`src/rtl/knn_result_drain.sv`:
```
// Snapshots the TopK result array on query_done and streams its valid entries nearest-first over valid/ready.
// Optional: `define KNN_DRAIN_ORDER_CHECK_EN adds a sticky order_err output.
module knn_result_drain #(
   parameter int K         = 4,
   parameter int BIT_WIDTH = 8,
   parameter int CNT_W     = 16,
   parameter int ID_W      = 8,
   localparam int DIST_W   = 2 * BIT_WIDTH,
   localparam int ENTRY_W  = 1 + ID_W + DIST_W,
   localparam int IDX_W    = $clog2(K)
) (
   input  logic               clk,
   input  logic               reset,
   input  logic               query_done,
   input  logic [ENTRY_W-1:0] knn_in [K],
   input  logic [DIST_W-1:0]  threshold_in,
   output logic               busy,
   output logic               out_valid,
   input  logic               out_ready,
   output logic [ENTRY_W-1:0] out_entry,
   output logic [IDX_W-1:0]   out_rank,
   output logic               out_last,
   output logic [DIST_W-1:0]  out_threshold,
   output logic [CNT_W-1:0]   query_count,
`ifdef KNN_DRAIN_ORDER_CHECK_EN
   output logic               order_err,
`endif
   output logic [CNT_W-1:0]   drop_count
);

   // Entry layout: {valid, id, dist}; valid is the MSB.
   typedef enum logic {IDLE, DRAIN} state_t;

   state_t             state;
   logic [ENTRY_W-1:0] snap [K];
   logic [K-1:0]       in_mask, snap_mask;
   logic [IDX_W:0]     in_first, in_after, nxt, nxt_after;
   logic               xfer, load;

   function automatic logic [CNT_W-1:0] sat_inc(input logic [CNT_W-1:0] v);
      return (&v) ? v : v + CNT_W'(1);
   endfunction

   // Returns {found, index} of the lowest set mask bit at or above start.
   function automatic logic [IDX_W:0] find_from(input logic [K-1:0] mask, input int start);
      logic [IDX_W:0] r;
      r = '0;
      for (int i = K - 1; i >= 0; i--)
         if (i >= start && mask[i]) r = {1'b1, IDX_W'(i)};
      return r;
   endfunction

   always_comb begin
      in_mask   = '0;
      snap_mask = '0;
      for (int i = 0; i < K; i++) begin
         in_mask[i]   = knn_in[i][ENTRY_W-1];
         snap_mask[i] = snap[i][ENTRY_W-1];
      end
      in_first  = find_from(in_mask, 0);
      in_after  = find_from(in_mask, int'(in_first[IDX_W-1:0]) + 1);
      nxt       = find_from(snap_mask, int'(out_rank) + 1);
      nxt_after = find_from(snap_mask, int'(nxt[IDX_W-1:0]) + 1);
   end

   assign xfer = out_valid & out_ready;
   // A pulse coinciding with the final transfer is a back-to-back capture, not a drop.
   assign load = query_done & ((state == IDLE) | (xfer & out_last));

   always_ff @(posedge clk or posedge reset) begin
      if (reset) begin
         state         <= IDLE;
         busy          <= 1'b0;
         out_valid     <= 1'b0;
         out_entry     <= '0;
         out_rank      <= '0;
         out_last      <= 1'b0;
         out_threshold <= '0;
         query_count   <= '0;
         drop_count    <= '0;
         for (int i = 0; i < K; i++) snap[i] <= '0;
      end else begin
         if (load) begin
            state         <= DRAIN;
            busy          <= 1'b1;
            out_valid     <= 1'b1;
            out_threshold <= threshold_in;
            for (int i = 0; i < K; i++) snap[i] <= knn_in[i];
            if (in_first[IDX_W]) begin
               out_entry <= knn_in[in_first[IDX_W-1:0]];
               out_rank  <= in_first[IDX_W-1:0];
               out_last  <= ~in_after[IDX_W];
            end else begin
               out_entry <= knn_in[0];
               out_rank  <= '0;
               out_last  <= 1'b1;
            end
         end else if (xfer && out_last) begin
            state     <= IDLE;
            busy      <= 1'b0;
            out_valid <= 1'b0;
            out_last  <= 1'b0;
         end else if (xfer) begin
            out_entry <= snap[nxt[IDX_W-1:0]];
            out_rank  <= nxt[IDX_W-1:0];
            out_last  <= ~nxt_after[IDX_W];
         end

         if (xfer && out_last) query_count <= sat_inc(query_count);
         if (query_done && state == DRAIN && !(xfer && out_last))
            drop_count <= sat_inc(drop_count);
      end
   end

`ifdef KNN_DRAIN_ORDER_CHECK_EN
   logic [DIST_W-1:0] prev_dist;
   logic              prev_vld;
   logic [DIST_W-1:0] cur_dist;

   assign cur_dist = out_entry[DIST_W-1:0];

   always_ff @(posedge clk or posedge reset) begin
      if (reset) begin
         order_err <= 1'b0;
         prev_dist <= '0;
         prev_vld  <= 1'b0;
      end else if (xfer) begin
         if (out_entry[ENTRY_W-1]) begin
            if ((prev_vld && cur_dist < prev_dist) || cur_dist > out_threshold)
               order_err <= 1'b1;
            prev_dist <= cur_dist;
         end
         prev_vld <= out_entry[ENTRY_W-1] & ~out_last;
      end
   end
`endif

endmodule

```
`config.mk`:
```
export PLATFORM = sky130hd
export DESIGN_NAME = knn_result_drain
export DESIGN_NICKNAME = d
export VERILOG_FILES = /design/src/rtl/knn_result_drain.sv
export SDC_FILE = /design/constraint.sdc
export NUM_CORES = 1
export LEC_CHECK = 0
export ABC_CLOCK_PERIOD_IN_PS = 6600
export CAP_MARGIN = 20
export CORE_ASPECT_RATIO = 1.4
export CORE_MARGIN = 2
export CORE_UTILIZATION = 35
export CTS_CLUSTER_DIAMETER = 60
export CTS_CLUSTER_SIZE = 40
export DETAILED_ROUTE_END_ITERATION = 7
export HOLD_SLACK_MARGIN = 0.08
export PLACE_DENSITY = 0.6
export RECOVER_POWER = 25
export SLEW_MARGIN = 5
export SYNTH_ARGS = -nofsm -noshare
export SYNTH_HDL_FRONTEND = slang
export SYNTH_SLANG_ARGS = --single-unit
```
`constraint.sdc`:
```
create_clock -name clk -period 6.6 [get_ports clk]
set_input_delay 0.99 -clock clk [delete_from_list [all_inputs] [get_ports clk]]
set_output_delay 0.99 -clock clk [all_outputs]
set_load 0.005 [all_outputs]
```
==> out/metrics.sh <==
WORST_SETUP_END_KIND='async pin'
HOLD_PATH_DEPTH=2
GRT_RESOURCE_USAGE_TOTAL=0.2183
NUM_ROWS=69
FIRST_GLOBAL_VIAS=7994
REPORT.FINAL.SLEW_VIOL_COUNT=37
FINALWORSTSETUPSLACK_NS=2.645
HOLD_CLASS='reg -> reg'
PATH_CLK_SLEW_NS=0.07
POSTROUTEANTENNANETS=0
DP_WORST_SETUP_SLACK_NS=3.103
FINAL.SETUP.TNS_NS=0
DIE_H_UM=192.9
NETLIST-CELL-TYPE-COUNT=69
SYNTH-WARNING-COUNT=0
NUM_VIAS=8145
SLACK_OF_THE_WORST_REG_TO_REG_PATH_NS=4.05
FINALCRITPERIODSHARE=0.5993
VIAS_PER_CELL=5.359
FINAL_HOLD_VIOS=0
TIMING.HOLD.WORST.START='out_threshold[1]$_DFFE_PP0P_'
POWER-PER-CELL-AREA_nW_PER_UM2=410.0
WORST-SLEW-PIN-TRANSITION_NS=2.185
NUMPORTBUFFERS=197
FIN_SKEW_NS=0.006901
REQUIRED_NS=6.71
PLACEABLECOREAREA_UM2=25210
SYN_NETS=1148
START_KIND='input pin'
SLEW_HEADROOM=-0.4567
CRIT-REG2REG-LAUNCH='state$_DFFE_PP0P_'
REG2REGPATHDEPTH=5
SYN_AREA_UM2=8917
TIMING.MAX_CAP.VIOLATIONS=2
NUMCTSBUFFERS=17
MAX_CLOCK_FREQ_MHz=252.8
WORSTSETUPPATHTYPE='in -> async'
TIMING.CRITICAL_PATH.FROM='reset'
FP.DIEAREA_UM2=26790
POST_DRT_WL_PER_CELL_UM=19.43
FIRST_PASS_ITERS=7
DRTITER0DRC=644
DRT_DRC_VIOLATIONS_LEFT=0
HOLD_PATH_END='out_threshold[1]$_DFFE_PP0P_'
PATH_MAX_FANOUT=37
START_UTIL=0.3537
CRIT_ARRIVAL_NS=4.06
TIMING.HOLD.WS_NS=0.4730
STATUS='complete, but fails checks'
DIE_WIDTH_UM=138.9
FINAL-INSTANCE-COUNT-EXCL-FILL=1520
SYNTH.AVG_CELL_AREA_UM2=8.691
VDD_IR_DROP_MAX_mV=0.2311
FIN_NETS=1310
CTS_HOLD_BUF=0
GRT_OVERFLOW_TOTAL=0
ANTENNADIODECOUNT=0
TRITONCTS='done'
CLOCK-ROOT-BUFFER='sky130_fd_sc_hd__clkbuf_16'
SYNTH_SEQ_CELLS=177
WORST_SKEW_PAIR.LATE_LATENCY_NS=0.44
CTS-ROOT-TO-SINK-BUFFERS=2
POST_DETAIL_PLACE_HPWL_MM=20.19
SETUP_REPAIR_AFTER_GLOBAL_ROUTING_MISSED_ITS_MARGIN='no'
DP_CELLS=1486
SYNTH_TOP_FLOP_CELL='sky130_fd_sc_hd__dfrtp_1'
IOS=198
SYNTH-SEQ-AREA-SHARE=0.4967
NETLIST_INSTANCES=1026
CTS_POST_SETUP_BUFFERS_INSERTED=0
POST_CTS_RESIZE_COUNT=0
FILLER_CELL_COUNT=2475
FAILED_CHECKS='max-capacitance violations, max-slew violations'
SYNTH_EDF_COUNT=0
GLOBAL_ROUTE_WIRE_LENGTH_BEFORE_REPAIR_MM=45.23
GRT_ANTENNA_BEFORE_REPAIR=0
CTS_MAX_LEVEL=4
ROUTED_WIRELENGTH_MM=29.54
SYNTH_ASYNC_SR_FLOP_SHARE=1.000
SETUP-VIOLATIONS-FINAL=0
DRIVE_GT1_FRAC=0.06661
POST-ROUTE-UTIL=0.4602
POWER_LEAKAGE_nW=5.175
FLOW.AREA_GROWTH_FROM_SYNTHESIS_PCT=30.11
CTS.SINKS=177
PIN_COUNT_OF_THE_BIGGEST_NET_ENTERING_GLOBAL_ROUTING=78
ROUTABILITYCONGESTION=0.8052
MIN_PERIOD_NS=3.955
RR_ENDPOINT='out_entry[3]$_DFFE_PP0P_'
[through the flow]
| stage | total power, mW | cell area [um^2] |
|---|---|---|
| 3_3_place_gp | 3.736 | 11020 |
| 5_1_grt | 5.058 | 11600 |
| 6_report | 4.758 | 11600 |
| 3_5_place_dp | 3.768 | 11020 |
| 4_1_cts | 4.778 | 11580 |
| 2_1_floorplan | 2.974 | 8917 |
[logic make-up after synthesis]
| family | count (synthesis) | synth area share |
|---|---|---|
| XOR/XNOR | 30 | 0.02947 |
| AO/OA/AOI/OAI | 210 | 0.1629 |
| AND/OR/NAND/NOR | 513 | 0.2472 |
| flip-flops | 177 | 0.4967 |
| adder cells (fa/ha/maj) | 2 | 0.002806 |
| multiplexers | 9 | 0.01150 |
| buffers and inverters | 85 | 0.04939 |
[power breakdown]
group	leakage, nW	internal (mW)	switching, mW
Sequential	2.20	1.56	0.381
Combinational	2.71	0.842	0.981
Clock	0.264	0.525	0.469
Total	5.18	2.93	1.83
[final cells by class]
| type | count | area [um^2] | area share |
|---|---|---|---|
| timing repair buffer | 211 | 2090 | 0.1801 |
| inverter | 17 | 65.06 | 0.005608 |
| clock buffer | 18 | 429.2 | 0.03699 |
| tap | 319 | 399.1 | 0.03440 |
| multi-input combinational | 764 | 4059 | 0.3498 |
| clock inverter | 14 | 131.4 | 0.01132 |
| sequential | 177 | 4429 | 0.3818 |
[worst max-delay path by stage]
stage | to | slack (ns) | cells after the start
6_report | snap[21]$_DFFE_PP0P_ | 2.64 | 3
2_1_floorplan | drop_count[0]$_DFFE_PP0P_ | 0.81 | 1
4_1_cts | out_rank[1] | 3.54 | 1
5_1_grt | snap[21]$_DFFE_PP0P_ | 2.03 | 3
3_5_place_dp | out_entry[9]$_DFFE_PP0P_ | 3.10 | 6
3_3_place_gp | out_entry[9]$_DFFE_PP0P_ | 3.17 | 6
[cell usage after synthesis (all sizes together), types with 7 or more instances]
library cell  number  area [um^2]
xor2               7        61.31
a31oi              9        62.56
o211ai            14        105.1
xnor2             23        201.4
nand4             15        93.84
inv               17        63.81
nand2            393         1475
nor2b              7        43.79
dfrtp            177         4429
and3               8        50.05
mux2               7        82.57
a21oi             28        151.4
a211oi            11        95.09
clkbuf            19        75.07
nor2              27        103.9
nor3              15        85.08
o21ai             63        315.3
buf               49        301.5
nand3             22        125.1
o22ai             11        68.82
o221ai            17        148.9
nand2b            11        88.84
a221oi            22        192.7
[critical path: stages]
cell                            delay, ns
sky130_fd_sc_hd__dlygate4sd3_1       0.55
sky130_fd_sc_hd__clkinvlp_2          0.86
sky130_fd_sc_hd__clkbuf_1            1.62
[cell usage in the layout (no fill, tap or decap), types with 3 or more instances in the layout]
cell	count
sky130_fd_sc_hd__nand3_1	19
sky130_fd_sc_hd__a21oi_1	27
sky130_fd_sc_hd__clkinvlp_4	4
sky130_fd_sc_hd__a31oi_1	9
sky130_fd_sc_hd__clkbuf_16	17
sky130_fd_sc_hd__clkdlybuf4s50_1	195
sky130_fd_sc_hd__dfrtp_1	177
sky130_fd_sc_hd__nand4_1	15
sky130_fd_sc_hd__xnor2_1	23
sky130_fd_sc_hd__a211o_1	3
sky130_fd_sc_hd__o211ai_1	14
sky130_fd_sc_hd__nand3_2	3
sky130_fd_sc_hd__nand2_1	392
sky130_fd_sc_hd__a21o_1	5
sky130_fd_sc_hd__a221o_1	6
sky130_fd_sc_hd__nand2b_1	7
sky130_fd_sc_hd__inv_6	5
sky130_fd_sc_hd__o22ai_1	11
sky130_fd_sc_hd__nor2_1	24
sky130_fd_sc_hd__xor2_1	7
sky130_fd_sc_hd__a22oi_1	4
sky130_fd_sc_hd__and3_1	8
sky130_fd_sc_hd__or3b_2	3
sky130_fd_sc_hd__inv_1	16
sky130_fd_sc_hd__a221oi_1	22
sky130_fd_sc_hd__nor2b_1	7
sky130_fd_sc_hd__o221ai_1	17
sky130_fd_sc_hd__a211oi_1	10
sky130_fd_sc_hd__nor3_1	13
sky130_fd_sc_hd__o21ai_0	63
sky130_fd_sc_hd__buf_4	11
sky130_fd_sc_hd__mux2_2	6
[metal layers]
layer,share of wire,track usage,up-vias
met5,0,0,-
met4,0.035,0.1018,0
met1,0.42,0.2733,3946
met3,0.063,0.04169,64
li1,-,-,3820
met2,0.49,0.3660,315
[flip-flops by register name, indices dropped and copies added (netlist names)]
signal and cells:
drop_count 16, out_entry 25, out_last 1, out_rank 2, out_threshold 16, query_count 16
snap 100, state 1
Note: power is estimated with default switching activity, not from simulation.
